<file path="src/rtl/rvvi_frame_arbiter.sv">
// Frame-atomic round-robin arbiter sharing one 32-bit AXI4 write-data channel between two frame sources.
// Define RVVI_ARB_STATS_EN to instantiate the per-port completed-frame counters.
module rvvi_frame_arbiter #(
  parameter int MAX_GAP_BITS = 32,
  parameter int STAT_BITS    = 32
) (
  input  logic                    m_axi_aclk,
  input  logic                    reset,
  input  logic [31:0]             S0Wdata,
  input  logic                    S0Wvalid,
  input  logic                    S0Wlast,
  output logic                    S0Wready,
  input  logic [31:0]             S1Wdata,
  input  logic                    S1Wvalid,
  input  logic                    S1Wlast,
  output logic                    S1Wready,
  output logic [31:0]             MWdata,
  output logic [3:0]              MWstrb,
  output logic                    MWlast,
  output logic                    MWvalid,
  input  logic                    MWready,
  input  logic [MAX_GAP_BITS-1:0] GapCycles,
  output logic                    Busy,
  output logic                    GrantId,
  output logic [STAT_BITS-1:0]    FrameCount0,
  output logic [STAT_BITS-1:0]    FrameCount1
);

  // state  | meaning
  // IDLE   | no frame in flight; arbitrate between requesting sources
  // GRANT0 | port 0 owns the MAC channel until its last beat transfers
  // GRANT1 | port 1 owns the MAC channel until its last beat transfers
  // GAP    | inter-frame gap; leaves once GapCnt+1 >= GapCycles
  typedef enum logic [1:0] {
    S_IDLE   = 2'd0,
    S_GRANT0 = 2'd1,
    S_GRANT1 = 2'd2,
    S_GAP    = 2'd3
  } state_t;

  state_t                  r_state, w_next_state;
  logic                    r_last_grant, w_next_last_grant;
  logic [MAX_GAP_BITS-1:0] r_gap_cnt, w_next_gap_cnt;
  logic [MAX_GAP_BITS:0]   w_gap_inc;
  logic                    w_end0, w_end1;

  assign w_end0    = (r_state == S_GRANT0) && S0Wvalid && MWready && S0Wlast;
  assign w_end1    = (r_state == S_GRANT1) && S1Wvalid && MWready && S1Wlast;
  // One extra bit so the gap compare cannot wrap at full counter width.
  assign w_gap_inc = {1'b0, r_gap_cnt} + (MAX_GAP_BITS + 1)'(1);

  always_ff @(posedge m_axi_aclk) begin
    if (reset) begin
      r_state      <= S_IDLE;
      r_last_grant <= 1'b1;
      r_gap_cnt    <= '0;
    end else begin
      r_state      <= w_next_state;
      r_last_grant <= w_next_last_grant;
      r_gap_cnt    <= w_next_gap_cnt;
    end
  end

  always_comb begin
    w_next_state      = r_state;
    w_next_last_grant = r_last_grant;
    w_next_gap_cnt    = r_gap_cnt;
    case (r_state)
      S_IDLE: begin
        if (S0Wvalid && (!S1Wvalid || r_last_grant)) begin
          w_next_state      = S_GRANT0;
          w_next_last_grant = 1'b0;
        end else if (S1Wvalid) begin
          w_next_state      = S_GRANT1;
          w_next_last_grant = 1'b1;
        end
      end
      S_GRANT0, S_GRANT1: begin
        if (w_end0 || w_end1) begin
          w_next_gap_cnt = '0;
          w_next_state   = (GapCycles == '0) ? S_IDLE : S_GAP;
        end
      end
      S_GAP: begin
        w_next_gap_cnt = w_gap_inc[MAX_GAP_BITS-1:0];
        if (w_gap_inc >= {1'b0, GapCycles}) w_next_state = S_IDLE;
      end
      default: w_next_state = S_IDLE;
    endcase
  end

  always_comb begin
    MWdata   = '0;
    MWlast   = 1'b0;
    MWvalid  = 1'b0;
    S0Wready = 1'b0;
    S1Wready = 1'b0;
    case (r_state)
      S_GRANT0: begin
        MWdata   = S0Wdata;
        MWlast   = S0Wlast;
        MWvalid  = S0Wvalid;
        S0Wready = MWready;
      end
      S_GRANT1: begin
        MWdata   = S1Wdata;
        MWlast   = S1Wlast;
        MWvalid  = S1Wvalid;
        S1Wready = MWready;
      end
      default: ;
    endcase
  end

  assign MWstrb  = 4'hF;
  assign Busy    = (r_state != S_IDLE);
  assign GrantId = r_last_grant;

`ifdef RVVI_ARB_STATS_EN
  logic [STAT_BITS-1:0] r_frame_cnt0, r_frame_cnt1;

  always_ff @(posedge m_axi_aclk) begin
    if (reset) begin
      r_frame_cnt0 <= '0;
      r_frame_cnt1 <= '0;
    end else begin
      if (w_end0) r_frame_cnt0 <= r_frame_cnt0 + STAT_BITS'(1);
      if (w_end1) r_frame_cnt1 <= r_frame_cnt1 + STAT_BITS'(1);
    end
  end

  assign FrameCount0 = r_frame_cnt0;
  assign FrameCount1 = r_frame_cnt1;
`else
  assign FrameCount0 = '0;
  assign FrameCount1 = '0;
`endif

endmodule

</file>
<file path="config.mk">
export PLATFORM = sky130hd
export DESIGN_NAME = rvvi_frame_arbiter
export DESIGN_NICKNAME = d
export VERILOG_FILES = /design/src/rtl/rvvi_frame_arbiter.sv
export SDC_FILE = /design/constraint.sdc
export NUM_CORES = 1
export LEC_CHECK = 0
export BUFFER_PORTS_ARGS = -buffer_cell sky130_fd_sc_hd__buf_4
export CELL_PAD_IN_SITES_DETAIL_PLACEMENT = 1
export CELL_PAD_IN_SITES_GLOBAL_PLACEMENT = 2
export CORE_AREA = 2 2 143 117
export CTS_CLUSTER_SIZE = 10
export DETAILED_ROUTE_END_ITERATION = 8
export DIE_AREA = 0 0 145 119
export GPL_TIMING_DRIVEN = 0
export PLACE_DENSITY_LB_ADDON = 0.1
export SLEW_MARGIN = 20
export SYNTH_ARGS = -nofsm -noshare
export SYNTH_HDL_FRONTEND = slang
export SYNTH_SLANG_ARGS = --single-unit
</file>
<file path="constraint.sdc">
create_clock -name m_axi_aclk -period 7.8 [get_ports m_axi_aclk]
set_input_delay 0.78 -clock m_axi_aclk [delete_from_list [all_inputs] [get_ports m_axi_aclk]]
set_output_delay 0.78 -clock m_axi_aclk [all_outputs]
set_load 0.005 [all_outputs]
</file>
Word-level counts from Yosys, hierarchy flattened
Cells that the tools add are included.
Storage, ports and cells
  register bits: 35
  bits of input ports: 103
  word-level logic and storage cells: 45
Cells by class
  $add $sub $neg: 1
  magnitude comparators: 1
  equal/unequal tests: 6
  muxes and demuxes: 15
  reduce and logical (&&, ||, !) cells: 19
Operators with widths (count)
  $pmux 32 s2: 2
  $add 32x1->33 const B: 1
  $ge 33x32->1: 1
  $logic_not 32->1: 1
  $mux 32: 1
  $mux 2: 5
  $logic_and 1x1->1: 7
  $pmux 2 s3: 1
  $reduce_bool 2->1: 3
  $eq 2x2->1 const B: 2
  $mux 1: 4
  $ne 2x2->1 const B: 2
  $pmux 1 s2: 2
  $reduce_and 2->1: 2
  $ne 3x3->1 const B: 1
  $reduce_and 3->1: 1
  $eq 2x1->1 const B: 1
  $logic_not 2->1: 1
  $logic_or 1x1->1: 2
  $reduce_or 2->1: 1
  $logic_not 1->1: 1

Depth between registers and ports, before layout
  depth in word-level cells: 7
  gate-level depth with buffers: 13
  depth with buffers taken out: 13

Least setup slack after synthesis
Ideal clock, no wire load.
  path type: reg-to-reg
  start: register r_gap_cnt[0]
  end: register r_state[0]
  library setup time: 0.121 ns
  arrival time: 3.320 ns
  setup slack: 4.359 ns
  cell stages (with the launch flop): 13
  buffers on the path: 0
  cells stage by stage: dfxtp_1 ha_1 nand3_1 or4_1 nor3b_1 xor2_1 ha_1 nand4_1 nor4_1 nand2_1 o22a_1 a31oi_1 mux2_2
On the way
  longest elaborated chain between the ends: 4
RTL lines
  start: declaration: line 43  | logic [MAX_GAP_BITS-1:0] r_gap_cnt, w_next_gap_cnt;
  start signal: assignment: line 60  | r_gap_cnt <= w_next_gap_cnt;
  $add 32x1->33: line 50  | assign w_gap_inc = {1'b0, r_gap_cnt} + (MAX_GAP_BITS + 1)'(1);
  $ge 33x32->1: line 86  | if (w_gap_inc >= {1'b0, GapCycles}) w_next_state = S_IDLE;
  $ne 2x2->1 (no source line)
  $reduce_and 3->1 (no source line)
  end signal: assignment: line 58  | r_state <= w_next_state;
  end: declaration: line 41  | state_t r_state, w_next_state;
Every way passes these cells.
A chain may end at the register's enable or synchronous reset.

Worst setup path in the final report
Same ends and word-level chain as after synthesis.

==> results.txt <==
* Final #Nets: 916
* Ordered list of cells on the worst path: ha_1 -> nand3_1 -> nor4_1 -> nand4_1 -> nor2_1 -> xor2_1 -> ha_1 -> nand4_1 -> nor4_1 -> nand2_1 -> o22a_1 -> a31oi_1 -> mux2_2
- Data on the critical path is required at its endpoint by 7.97 ns.
- Clock skew on the completed layout was measured at 0.00579 ns.
- Ratio of cells with drive above 1 in the final layout: 0.304
* Total negative slack: 0 ns
* Top post-synthesis cells by area: sky130_fd_sc_hd__dfxtp_1 17%, sky130_fd_sc_hd__buf_4 13%, sky130_fd_sc_hd__ha_1 11%
- The worst setup path is launched from a flip-flop.
- Number of port buffers: 139
- The internal portion of the total power is 496 uW.
- Drt pass-1 iters: 4
- The worst setup path is captured at a flip-flop.
- Number of synthesized flops with an enable pin: 0
* Setup repair after global routing missed its margin: no
* Final max-slew violation count: 0
* Slowest-stage cell, CP: sky130_fd_sc_hd__nor4_1
- Multiplexer area fraction after synthesis: 0.00801
* Post-DP HPWL: 12900 um
- Area Overhead vs Synth: 42.9%
- RD Place Congestion: 0.816
- In this run the worst hold path is classified as reg2reg.
* CP peak stage delay: 0.82 ns
* TritonCTS Buffers: 5
* Arrival time of the worst setup path: 4.77 ns
- The die covers 17300 um2.
* Synthesized instance count: 564
* Global Route Usage Sum: 0.177
- In this run the core area contains 42 standard-cell rows.
* Count of clock tree sinks: 35
- For the pin with the worst max-slew slack, the measured transition is 0.911 ns.
- 0 antenna diodes ended up in the layout.
- Of the total synthesized cell area, the portion taken by AND, OR, NAND and NOR gates is 0.243.
- Of the total power, registers draw 0.246.
- The longest clock path from root to sink contains 2 buffers.
* Via count of the first global-routing pass: 4658
- Of the total synthesized cell area, the portion taken by XOR and XNOR cells is 0.0647.
- Summing internal, switching and leakage power gives 768 uW.
* Setup CP Type: reg2reg
* Remaining max-slew budget at the tightest pin: 0.387
* Part of the cycle the worst path needs: 0.590
- The share of synthesized area in the top cell type comes to 0.173.
- Share of synthesized area occupied by flip-flops and latches: 0.173
* Number of hold-repair buffers added at the cts stage: 0
- In this run, synthesis produced a sequential element count of 35.
- Upper clock frequency limit: 217 MHz
* Io pins: 209
- Core box area: 16000 um2
* Combinational family with the most area after synthesis: simple AND/OR/NAND/NOR gates
* Clock insertion delay at the later pin of the skew report: 0.29 ns
- Commonest register cell after synthesis: sky130_fd_sc_hd__dfxtp_1
* Number of resized instances in the post-cts repair step: 0
- The total overflow left after global routing is 0.
- The H-tree generated during clock tree synthesis spans 2 levels.
* Detailed-route vias per instance: 4.52
- Final critical delay including setup and external delays: 4.60 ns
- For this design the ratio of total power to cell area is 132 nW/um2.
* Clk root buf: sky130_fd_sc_hd__clkbuf_16
- Part of the power in the clock network: 0.320
- Critical path fanouts, max: 6
- Once the clock tree was built, the setup fixing pass inserted 0 buffers.
* Post-synthesis area per instance: 7.20 um2
- Across the run, the number of max-cap violations was 0.
- Outcome: finished clean
* Final WL: 15600 um
* Pin count of the biggest net entering global routing: 12
- Static Leakage: 0.00287 uW
* Initial cell density of the core: 0.253
- Combinational group share of total power: 0.434
* Synthesized-area fraction occupied by adder cells: 0.114
* Height of the chip: 119 um
* Number of distinct library cells after synthesis: 54
* Width of the die: 145 um
* Fraction of registers with async set/reset: 0
- Worst ir drop on vdd: 0.0700 mV
- Number of fillers in the final layout: 2032
* Initial drt markers: 127
- The complex-gate fraction of the synthesized area is 0.202.
- After detailed routing, the average wire length per cell comes to 15.7 um.
* Wire length of the first global-routing pass: 24800 um
- Total count of hold-check failures in the final report: 0
- TritonCTS clock tree: done
- Post-synth top area cell: sky130_fd_sc_hd__dfxtp_1
* Count of unresolved DRC violations after routing: 0
* Residual antenna-violating net count after detailed routing: 0
* Initial antenna violation count: 0
* Register clock-pin slew on the reported worst setup and hold paths: 0.06 ns
* Number of warnings printed during yosys synthesis: 0
* Cell area after synthesis: 4060 um2
- Total via count after detailed routing: 4507
- Setup violations remaining at the end of the flow were counted as 0.
- Of the total power, the share spent switching nets is 0.353.
* NetSw: 271 uW
==> through the flow <==
step | util | hold WS, ns | instances | setup slack [ns] | instance area (um2)
after floorplan | - | 0.463 | 630 | 4.36 | 4310
after global placement | 0.351 | 0.475 | 989 | 3.44 | 5630
after detailed placement | 0.351 | 0.495 | 989 | 3.29 | 5630
after CTS | 0.362 | 0.503 | 997 | 3.25 | 5800
after global routing | 0.362 | 0.540 | 997 | 2.85 | 5800
final | 0.362 | 0.498 | 997 | 3.20 | 5800
==> sequential cells by signal, summed over array words and instances, names as in the netlist <==
| signal | flops |
|---|---|
| r_state | 2 |
| r_gap_cnt | 32 |
| GrantId | 1 |
==> cell families (layout without fill, tap and decap cells) <==
logic type,Yosys count,in the layout
xor+xnor,30,30
mux,3,3
flops,35,35
other cells,2,68
simple gates,192,192
compound gates,130,130
buf+inv,135,282
fa+ha+maj,37,37
==> cells in the mapped netlist (all sizes together), types with 2 or more instances <==
library cell,n
nand2,28
mux2,2
a2111oi,2
o21ai,22
nor4,13
a31oi,4
buf,75
clkbuf,18
or4,4
a21o,7
ha,37
conb,2
a221oi,2
nor2,75
xor2,13
nand3b,7
and4,5
nor3,7
and2,5
dfxtp,35
nand3,16
inv,41
or2,4
and3,2
or3,11
a21oi,43
xnor2,17
a22oi,43
nand4,12
==> path summary, 6_finish.rpt <==
path,slack [ns],cells after the start,start,endpoint
worst max register to register,3.20,13,r_gap_cnt[0]$_SDFFE_PP0P_,r_state[0]$_SDFFE_PP0P_
worst min register to register,0.50,2,r_gap_cnt[10]$_SDFFE_PP0P_,r_gap_cnt[10]$_SDFFE_PP0P_
worst max-delay path,3.20,13,r_gap_cnt[0]$_SDFFE_PP0P_,r_state[0]$_SDFFE_PP0P_
worst min-delay path,0.50,2,r_gap_cnt[10]$_SDFFE_PP0P_,r_gap_cnt[10]$_SDFFE_PP0P_
==> area by class of cell <==
type / count / area [um2] / share of cell area
Inverter: 41 / 154 / 0.0265
Timing Repair Buffer: 139 / 1040 / 0.180
Sequential cell: 35 / 701 / 0.121
Buffer: 94 / 636 / 0.110
Clock buffer: 6 / 139 / 0.0239
Tap cell: 220 / 275 / 0.0474
Multi-Input combinational cell: 460 / 2820 / 0.486
Clock inverter: 2 / 35.0 / 0.00604
==> placed cells by master, fill, tap and decap left out, types with 17 or more instances in the layout <==
master | netlist | final
sky130_fd_sc_hd__ha_1 | 37 | 37
sky130_fd_sc_hd__nand2_1 | 26 | 26
sky130_fd_sc_hd__buf_4 | 69 | 208
sky130_fd_sc_hd__xnor2_1 | 17 | 17
sky130_fd_sc_hd__inv_1 | 40 | 40
sky130_fd_sc_hd__a22oi_1 | 43 | 43
sky130_fd_sc_hd__nor2_1 | 75 | 75
sky130_fd_sc_hd__dfxtp_1 | 35 | 35
sky130_fd_sc_hd__clkbuf_1 | 17 | 17
sky130_fd_sc_hd__o21ai_0 | 22 | 22
sky130_fd_sc_hd__a21oi_1 | 43 | 43
sky130_fd_sc_hd__conb_1 | 2 | 68
==> per-layer routing <==
metal / up-vias / GRT usage / part of all wire
met1: 2131 / 0.231 / 0.46
met2: 93 / 0.309 / 0.49
met5: - / 0 / 0
met4: 0 / 0.0285 / 0.011
li1: 2273 / - / -
met3: 10 / 0.0330 / 0.040
==> worst max-delay path, delay by kind of cell (launching register included) <==
kind / cells / cell delay, ns
and+or+nand+nor: 7 / 2.44
xor gates and xnor gates: 1 / 0.10
muxes: 1 / 0.38
DFF: 1 / 0.43
adders and majority gates: 2 / 0.62
AOI/OAI and AO/OA: 2 / 0.52
==> power by group through the flow <==
stage	clock network, uW	registers (uW)	logic [uW]
6_report	246	189	333
5_1_grt	263	189	370
4_1_cts	252	189	335
3_5_place_dp	0	193	333
3_3_place_gp	0	192	325
2_1_floorplan	0	192	190
No activity file was read; power rests on OpenSTA's default activity.
